File: src/rtl/move_commit_ctrl.sv
// move_commit_ctrl: reads a board point, commits the current player's piece if it is empty, and reports the result.
// Optional turn-forfeit timer is enabled by defining MOVE_TIMEOUT_EN.
module move_commit_ctrl #(
    parameter int BOARD_SIZE     = 15,
    parameter int COORD_W        = 5,
    parameter int ADDR_W         = 8,
    parameter int CNT_W          = 9,
    parameter int RD_LAT         = 1,
    parameter int TIMEOUT_CYCLES = 50000000
) (
    input  logic               clk,
    input  logic               reset,
    input  logic               req_valid,
    output logic               req_ready,
    input  logic [COORD_W-1:0] req_x,
    input  logic [COORD_W-1:0] req_y,
    input  logic               game_over,
    output logic [ADDR_W-1:0]  mem_addr,
    output logic               mem_rd_en,
    output logic               mem_wr_en,
    output logic [1:0]         mem_wr_data,
    input  logic               point_writable,
    output logic               resp_valid,
    output logic               resp_ok,
    output logic [1:0]         resp_code,
    output logic [1:0]         player,
    output logic [CNT_W-1:0]   piece_count,
    output logic               board_full,
    output logic               timeout_pulse
);
    localparam int MAXP  = BOARD_SIZE * BOARD_SIZE;
    localparam int LAT_W = RD_LAT > 1 ? $clog2(RD_LAT) : 1;

    typedef enum logic [2:0] {IDLE, READ, WAIT, CHECK, WRITE, DONE} state_t;

    state_t            state_q, state_d;
    logic [ADDR_W-1:0] mem_addr_q, mem_addr_d;
    logic              mem_rd_en_q, mem_rd_en_d, mem_wr_en_q, mem_wr_en_d;
    logic [1:0]        mem_wr_data_q, mem_wr_data_d;
    logic              resp_valid_q, resp_valid_d, resp_ok_q, resp_ok_d;
    logic [1:0]        resp_code_q, resp_code_d, player_q, player_d;
    logic [CNT_W-1:0]  piece_count_q, piece_count_d;
    logic              board_full_q, board_full_d;
    logic [LAT_W-1:0]  lat_q, lat_d;
    logic              hs, out_of_range, expire;

    assign req_ready    = (state_q == IDLE) && !game_over;
    assign hs           = req_valid && req_ready;
    assign out_of_range = 32'(req_x) >= BOARD_SIZE || 32'(req_y) >= BOARD_SIZE;

    always_comb begin
        state_d       = state_q;
        mem_addr_d    = mem_addr_q;
        mem_rd_en_d   = 1'b0;
        mem_wr_en_d   = 1'b0;
        mem_wr_data_d = mem_wr_data_q;
        resp_code_d   = resp_code_q;
        player_d      = player_q;
        piece_count_d = piece_count_q;
        lat_d         = lat_q;
        case (state_q)
            IDLE: if (hs) begin
                if (out_of_range) begin
                    state_d     = DONE;
                    resp_code_d = 2'b10;
                end else if (board_full_q) begin
                    state_d     = DONE;
                    resp_code_d = 2'b11;
                end else begin
                    state_d     = READ;
                    mem_rd_en_d = 1'b1;
                    mem_addr_d  = ADDR_W'(32'(req_y) * BOARD_SIZE + 32'(req_x));
                end
            end
            READ: begin
                state_d = RD_LAT > 1 ? WAIT : CHECK;
                lat_d   = LAT_W'(RD_LAT - 2);
            end
            WAIT: begin
                state_d = lat_q == '0 ? CHECK : WAIT;
                lat_d   = lat_q - 1'b1;
            end
            CHECK: if (point_writable) begin
                state_d       = WRITE;
                mem_wr_en_d   = 1'b1;
                mem_wr_data_d = player_q;
            end else begin
                state_d     = DONE;
                resp_code_d = 2'b01;
            end
            WRITE: begin
                state_d     = DONE;
                resp_code_d = 2'b00;
            end
            DONE: begin
                state_d = IDLE;
                if (resp_code_q == 2'b00) begin
                    player_d      = ~player_q;
                    piece_count_d = piece_count_q == CNT_W'(MAXP) ? piece_count_q : piece_count_q + 1'b1;
                end
            end
            default: state_d = IDLE;
        endcase
        if (expire) player_d = ~player_q;
        resp_valid_d = state_d == DONE;
        resp_ok_d    = state_d == DONE ? resp_code_d == 2'b00 : resp_ok_q;
        board_full_d = piece_count_d == CNT_W'(MAXP);
    end

    always_ff @(posedge clk or posedge reset) begin
        if (reset) begin
            state_q       <= IDLE;
            mem_addr_q    <= '0;
            mem_rd_en_q   <= 1'b0;
            mem_wr_en_q   <= 1'b0;
            mem_wr_data_q <= 2'b00;
            resp_valid_q  <= 1'b0;
            resp_ok_q     <= 1'b0;
            resp_code_q   <= 2'b00;
            player_q      <= 2'b01;
            piece_count_q <= '0;
            board_full_q  <= 1'b0;
            lat_q         <= '0;
        end else begin
            state_q       <= state_d;
            mem_addr_q    <= mem_addr_d;
            mem_rd_en_q   <= mem_rd_en_d;
            mem_wr_en_q   <= mem_wr_en_d;
            mem_wr_data_q <= mem_wr_data_d;
            resp_valid_q  <= resp_valid_d;
            resp_ok_q     <= resp_ok_d;
            resp_code_q   <= resp_code_d;
            player_q      <= player_d;
            piece_count_q <= piece_count_d;
            board_full_q  <= board_full_d;
            lat_q         <= lat_d;
        end
    end

`ifdef MOVE_TIMEOUT_EN
    localparam int TMR_W = TIMEOUT_CYCLES > 1 ? $clog2(TIMEOUT_CYCLES) : 1;
    logic [TMR_W-1:0] tmr_q, tmr_d;
    logic             timeout_pulse_q;
    // a handshake in the expiry cycle wins, so expiry requires no pending request
    assign expire = req_ready && !req_valid && tmr_q == TMR_W'(TIMEOUT_CYCLES - 1);
    always_comb tmr_d = (hs || expire || state_q == DONE) ? '0 : req_ready ? tmr_q + 1'b1 : tmr_q;
    always_ff @(posedge clk or posedge reset) begin
        if (reset) begin
            tmr_q           <= '0;
            timeout_pulse_q <= 1'b0;
        end else begin
            tmr_q           <= tmr_d;
            timeout_pulse_q <= expire;
        end
    end
    assign timeout_pulse = timeout_pulse_q;
`else
    localparam int unused_timeout_cycles = TIMEOUT_CYCLES;
    assign expire        = 1'b0;
    assign timeout_pulse = 1'b0;
`endif

    assign mem_addr    = mem_addr_q;
    assign mem_rd_en   = mem_rd_en_q;
    assign mem_wr_en   = mem_wr_en_q;
    assign mem_wr_data = mem_wr_data_q;
    assign resp_valid  = resp_valid_q;
    assign resp_ok     = resp_ok_q;
    assign resp_code   = resp_code_q;
    assign player      = player_q;
    assign piece_count = piece_count_q;
    assign board_full  = board_full_q;
endmodule

File: config.mk
export PLATFORM = sky130hd
export DESIGN_NAME = move_commit_ctrl
export DESIGN_NICKNAME = d
export VERILOG_FILES = /design/src/rtl/move_commit_ctrl.sv
export SDC_FILE = /design/constraint.sdc
export NUM_CORES = 1
export LEC_CHECK = 0
export CAP_MARGIN = 5
export CELL_PAD_IN_SITES_DETAIL_PLACEMENT = 0
export CELL_PAD_IN_SITES_GLOBAL_PLACEMENT = 2
export CORE_ASPECT_RATIO = 0.9
export CORE_UTILIZATION = 34
export CTS_BUF_LIST = sky130_fd_sc_hd__clkbuf_8
export DETAILED_ROUTE_END_ITERATION = 10
export PLACE_DENSITY = 0.85
export SYNTH_ARGS = -nofsm -noshare
export SYNTH_HDL_FRONTEND = slang
export SYNTH_SLANG_ARGS = --single-unit
File: constraint.sdc
create_clock -name clk -period 2.5 [get_ports clk]
set_clock_uncertainty 0.1 [all_clocks]
set_input_delay 0.5 -clock clk [delete_from_list [all_inputs] [get_ports clk]]
set_output_delay 0.5 -clock clk [all_outputs]
set_load 0.01 [all_outputs]
==> results of run 1 <==
[critical path, delay by kind of cell]
kind | cells | cell delay, ns
compound gates | 3 | 0.35
xor+xnor | 1 | 0.12
fa+ha+maj | 4 | 1.87
buf+inv | 5 | 0.23
mux | 1 | 0.26
[cell usage in the layout, fill, tap and decap left out, types with 5 or more instances in the layout]
master and instances:
xor2_1 6, inv_2 6, ha_1 18, xnor2_1 12
buf_4 29, nand4_1 5, a21oi_1 5, inv_1 25
dfrtp_1 31, fa_1 10, clkdlybuf4s50_1 39, nor2_1 9
clkbuf_8 7, nand2_1 11, mux2_2 7
[kinds of logic (layout without fill, tap and decap cells)]
group,Yosys count,in the layout,share of synthesized area (%)
AOI/OAI and AO/OA,31,31,10.0
buffers and inverters,38,114,6.60
adders and majority gates,30,30,20.1
and+or+nand+nor,53,53,14.3
xor gates and xnor gates,19,19,7.44
other,1,1,0.168
DFF,32,32,35.9
muxes,11,11,5.48
[layout make-up]
type	count	share of cell area (%)
Clock inverter	1	0.117
Multi-Input combinational cell	145	42.8
Clock buffer	7	3.00
Sequential cell	32	25.0
Inverter	31	3.70
Timing Repair Buffer	75	22.0
Tap cell	87	3.39
[path summary, 6_finish.rpt]
path	startpoint	end	slack [ns]	cells past startpoint
setup / recovery	req_y[1]	mem_addr[7]	-0.78	14
hold / removal	mem_addr[3]	mem_addr[3]	0.40	1
setup reg to reg	piece_count[1]	board_full	0.15	6
hold reg to reg	mem_addr[3]	mem_addr[3]	0.40	1
max in group asynchronous	reset	player[0]	1.61	3
min in group asynchronous	reset	piece_count[3]	0.45	3
[stage by stage]
stage	total power [mW]	cell area (um2)	utilization (%)
3_3_place_gp	2.29	3010	48.1
2_1_floorplan	1.68	2250	-
5_1_grt	3.11	3210	51.4
3_5_place_dp	2.31	3010	48.1
4_1_cts	2.86	3190	51.0
6_report	2.87	3210	51.4
[Yosys cell counts, drive strengths merged (2+ instances only)]
library cell / n / area, um2
dfrtp: 31 / 776
inv: 31 / 116
ha: 20 / 250
xnor2: 13 / 114
nand2: 11 / 41.3
fa: 10 / 200
mux2: 10 / 113
nor2: 10 / 40.0
a21oi: 8 / 43.8
xor2: 6 / 52.6
nand4: 5 / 31.3
o21ai: 5 / 25.0
buf: 4 / 20.0
nand3: 4 / 20.0
and2: 3 / 20.0
clkbuf: 3 / 11.3
a211oi: 2 / 15.0
a21o: 2 / 15.0
a221oi: 2 / 17.5
and3: 2 / 13.8
nand2b: 2 / 12.5
nand3b: 2 / 15.0
nor2b: 2 / 12.5
nor3: 2 / 10.0
nor4: 2 / 25.0
o22ai: 2 / 12.5
or4b: 2 / 23.8
[timing repair]
item / 4_1_cts / 5_1_grt
hold buffers: 0 / 0
pin swaps: 12 / 17
buffers inserted: 4 / 0
gates resized for setup: 33 / 16
endpoints found under the setup margin: 8 / 6
[flip-flops by register name, summed over array words and instances (netlist names)]
signal	cells
lat_q	1
resp_code	2
mem_wr_en	1
mem_addr	8
state_q	3
mem_wr_data	2
mem_rd_en	1
board_full	1
player	2
piece_count	9
resp_valid	1
resp_ok	1
[routing by layer]
metal  vias to the layer above  share of wire, %  track usage (%)
met5                         -                 0                0
met4                         0               1.4             4.92
met3                         8               3.6             3.43
met2                        33                43             23.2
met1                       826                52             22.4
li1                        873                 -                -
[power by group]
| group | total (mW) | internal [mW] | switching [mW] |
|---|---|---|---|
| combinational | 1.57 | 0.889 | 0.683 |
| clock | 0.427 | 0.247 | 0.180 |
| sequential | 0.866 | 0.707 | 0.160 |
==> flow_metrics.env, run 1 <==
export IMPL_slew_violations=0
export IMPL_dp_hpwl_um=3670
export IMPL_hp_class="reg2reg"
export IMPL_end_kind="flop"
export IMPL_max_stage_delay_ns=0.55
export IMPL_grt_pass1_wl_um=8220
export IMPL_wl_um=4720
export IMPL_area_delta_synth_final_pct=43.8
export IMPL_die_h_um=78.9
export IMPL_fin_hold_ws_ns=0.405
export IMPL_violations="setup timing"
export IMPL_grt_max_degree=33
export IMPL_num_vias=1740
export IMPL_dp_cells=368
export IMPL_syn_mean_instance_area_um2=10.4
export IMPL_grt_overflow_total=0
export IMPL_worstPathRequired_ns=2.56
export IMPL_synth_edf_count=0
export IMPL_synth_seq_cells=32
export IMPL_io_buffers=43
export IMPL_drive_gt1_share_pct=28.9
export IMPL_setup_tns_ns=-3.14
export IMPL_synthCells=215
export IMPL_clockRootBuffer="clkbuf_8"
export IMPL_p_leak_nw=1.48
export IMPL_synth_async_reset_ratio_pct=100
export IMPL_setup_slack_ns=-0.777
export IMPL_die_area_um2=6900
export IMPL_setup_viol=5
export IMPL_status="finished, violations left"
export IMPL_cp_arrival_ns=3.34
export IMPL_antennaDiodeCount=0
export IMPL_clk_path_buf_depth=2
export IMPL_vdd_drop_max_mv=0.455
export IMPL_multiInputGateArea_um2=1380
export IMPL_clk_pin_slew_worst_paths_ns=0.06
export IMPL_layoutNonFillerInstCount=378
export IMPL_ant_nets=0
export IMPL_cts_tree="built"
export IMPL_die_width_um=87.5
export IMPL_grt_pass1_vias=1728
export IMPL_grt_setup_unrepaired="true"
export IMPL_clk_latency_ns=0.28
export IMPL_power_density_nw_per_um2=891
export IMPL_viasPerCell=4.60
export IMPL_pre_cts_ws_ns=-1.56
export IMPL_ys_types=53
export IMPL_first_pass_iters=4
export IMPL_register_area_um2=802
export IMPL_max_freq_ghz=0.305
export IMPL_num_rows=27
export IMPL_finalNetCount=335
export IMPL_syn_nets=260
export IMPL_seq_area_frac_synth_pct=35.9
export IMPL_routabilityCongestion=0.775
export IMPL_h_tree_depth=2
export IMPL_core_um2=6250
export IMPL_ys_warn_count=0
export IMPL_num_fill_cells=580
export IMPL_clock_sinks=32
export IMPL_ys_flop_type="dfrtp_1"
export IMPL_drc=0
export IMPL_cp_max_fo=4
export IMPL_drt_iter0_drc=46
export IMPL_grt_use_total_pct=15.6
export IMPL_fin_crit_ns=3.28
export IMPL_path_class="in2reg"
export IMPL_cts_buffers=5
export IMPL_antenna_found_initial=0
export IMPL_min_period_over_period_pct=131
export IMPL_start_util_pct=35.8
export IMPL_start_kind="primary input"
export IMPL_hold_viol_final=0
export IMPL_crit_chain="buf_8 -> inv_4 -> fa_1 -> inv_2 -> fa_1 -> inv_2 -> fa_1 -> inv_2 -> ha_4 -> o21a_1 -> o31a_1 -> o22ai_2 -> xnor2_1 -> mux2_4"
export IMPL_maxCapViolCount=0
export IMPL_wire_per_inst_um=12.5
export IMPL_boundaryPins=45
export IMPL_cp_slowest_cell="fa_1"
export IMPL_syn_area_um2=2240
No activity file was read; power rests on OpenSTA's default activity.
==> run 2: changes to the inputs <==
- CORE_UTILIZATION: 34 -> 40
- CTS_BUF_LIST: sky130_fd_sc_hd__clkbuf_8 -> unset
- DONT_BUFFER_PORTS: unset -> 1
- PLACE_DENSITY: 0.85 -> 0.81
- RECOVER_POWER: unset -> 50
==> run 2 against run 1 <==
- the flow finishes with violations (capacitance limit, slew limit, setup timing)
- sequential share of layout area up 5.1 points
- core utilization shrank 1.2 points
- non-clock buffer count decreased by 49
- total power decreased by 11%
- final cell count shrank 18%
- worst setup slack better by 0.14 ns
- via count decreased by 9.9%
- worst hold slack worse by 0.11 ns
- global-route usage is 2.7 points higher
- sequential power up 7.0%
- routed wire length fell by 1.4%
==> flow_metrics.env, run 2 (synthesis gave the netlist of run 1 again) <==
export IMPL_r2r_end="board_full"
export IMPL_drc=0
export IMPL_largest_register_ffs=9
export IMPL_min_to="resp_code[1]"
export IMPL_placed_cell_area_um2=2480
export IMPL_cp_arrival_ns=3.20
export IMPL_violations="capacitance limit, slew limit, setup timing"
export IMPL_min_period_over_period_pct=125
export IMPL_end_kind="flop"
export IMPL_ant_nets=0
export IMPL_dp_hpwl_um=3550
export IMPL_grt_setup_unrepaired="true"
export IMPL_path_class="in2reg"
export IMPL_finalNetCount=286
export IMPL_path_delay_family="adder cells"
export IMPL_worst_path_buf_inv=4
export IMPL_first_pass_iters=5
export IMPL_hp_start="point_writable"
export IMPL_seqPwrFrac_pct=36.2
export IMPL_setup_viol=5
export IMPL_drt_iter0_drc=49
export IMPL_vdd_drop_max_mv=0.496
export IMPL_h_tree_depth=2
export IMPL_die_width_um=80.8
export IMPL_die_area_um2=5890
export IMPL_final_core_util_pct=50.3
export IMPL_grt_pass1_vias=1660
export IMPL_slew_violations=33
export IMPL_cts_tree="built"
export IMPL_pwr_share_comb_pct=47.7
export IMPL_num_vias=1568
export IMPL_grt_max_degree=33
export IMPL_power_density_nw_per_um2=957
export IMPL_grt_pass1_wl_um=8000
export IMPL_antennaDiodeCount=0
export IMPL_wire_per_inst_um=15.1
export IMPL_max_freq_ghz=0.319
export IMPL_start_kind="primary input"
export IMPL_p_sw_mw=0.980
export IMPL_wl_um=4650
export IMPL_maxSlewHeadroom_pct=-15.0
export IMPL_cp_slowest_cell="fa_1"
export IMPL_final_common_cell="dfrtp_1"
export IMPL_area_delta_synth_final_pct=19.5
export IMPL_clk_latency_ns=0.28
export IMPL_antenna_found_initial=0
export IMPL_viasPerCell=5.07
export IMPL_status="finished, violations left"
export IMPL_clock_sinks=32
export IMPL_drive_gt1_share_pct=29.3
export IMPL_routabilityCongestion=0.729
export IMPL_p_clk_share_pct=16.0
export IMPL_r2r_cells=7
export IMPL_core_um2=5320
export IMPL_setup_tns_ns=-2.42
export IMPL_clk_path_buf_depth=2
export IMPL_start_util_pct=42.0
export IMPL_num_rows=25
export IMPL_hold_buffers=0
export IMPL_p_leak_nw=1.26
export IMPL_grt_use_total_pct=18.3
export IMPL_hp_class="in2reg"
export IMPL_final_cell_mix="dfrtp_1, inv_1, buf_4"
export IMPL_hold_depth=2
export IMPL_crit_chain="inv_16 -> fa_1 -> inv_2 -> fa_1 -> inv_2 -> fa_1 -> inv_2 -> ha_4 -> o21ai_1 -> o21bai_1 -> a21oi_2 -> xnor2_1 -> mux2_2"
export IMPL_cp_max_fo=4
export IMPL_hold_viol_final=0
export IMPL_die_h_um=72.9
export IMPL_setup_slack_ns=-0.637
export IMPL_worstPathRequired_ns=2.57
export IMPL_boundaryPins=45
export IMPL_grt_overflow_total=0
export IMPL_max_stage_delay_ns=0.54
export IMPL_tightestPinTransition_ns=1.72
export IMPL_num_fill_cells=528
export IMPL_clockRootBuffer="clkbuf_8"
export IMPL_fin_crit_ns=3.14
export IMPL_final_cell_area_um2=2670
export IMPL_p_int_mw=1.58
export IMPL_cts_buffers=5
export IMPL_regToRegSetupSlack_ns=0.27
export IMPL_clk_pin_slew_worst_paths_ns=0.06
export IMPL_io_buffers=0
export IMPL_maxCapViolCount=1
export IMPL_switching_share_pct=38.3
export IMPL_r2r_start="piece_count[1]"
export IMPL_cp_depth=13
==> run 2: cell types whose count changed in the layout (fill, tap and decap cells not counted), sizes merged <==
cell and delta:
buf -12, clkbuf +3, clkdlybuf4s50 -39, inv -1
==> run 2: power by group through the flow <==
stage | Sequential, mW | Clock (mW) | Combinational, mW
after floorplan | 0.919 | 0 | 0.756
final | 0.927 | 0.410 | 1.22
after detailed placement | 0.937 | 0 | 1.08
after CTS | 0.931 | 0.426 | 1.20
after global routing | 0.961 | 0.440 | 1.37
after global placement | 0.932 | 0 | 1.07
==> run 2: stage by stage <==
stage | hold WS [ns] | power, mW | setup WS, ns | std cells
3_3_place_gp | 0.403 | 2.00 | -0.954 | 299
4_1_cts | 0.0977 | 2.56 | -0.595 | 309
5_1_grt | 0.312 | 2.77 | -0.739 | 309
2_1_floorplan | 0.418 | 1.68 | -0.911 | 215
6_report | 0.298 | 2.56 | -0.637 | 309
3_5_place_dp | 0.405 | 2.02 | -0.996 | 299
==> run 2: area by class of cell <==
cell class	instances	area (um2)	share of cell area (%)
Clock buffer	8	90.1	3.37
Tap cell	67	83.8	3.14
Sequential cell	32	802	30.0
Timing Repair Buffer	26	195	7.30
Inverter	31	133	4.96
Multi-Input combinational cell	145	1370	51.2
==> run 2: timing repair <==
item	4_1_cts	5_1_grt
setup endpoints to repair	5	6
setup buffers	2	0
hold endpoints to repair	0	0
pin swaps	7	6
gates resized for setup	21	7
==> run 2: how the worst max path moves through the flow <==
| stage | from | to | slack (ns) |
|---|---|---|---|
| floorplan | req_y[2] | mem_addr[7] | -0.91 |
| global placement | req_y[0] | mem_addr[7] | -0.95 |
| detailed placement | req_y[0] | mem_addr[7] | -1.0 |
| CTS | req_y[2] | mem_addr[7] | -0.59 |
| global route | req_y[1] | mem_addr[6] | -0.74 |
| finish | req_y[1] | mem_addr[6] | -0.64 |
==> run 2: per-layer routing <==
layer	vias to the layer above	share of wire, %	GRT usage (%)
li1	767	-	-
met1	758	48	25.2
met2	35	44	27.5
met3	8	6.5	5.75
met4	0	1.4	5.95
met5	-	0	0
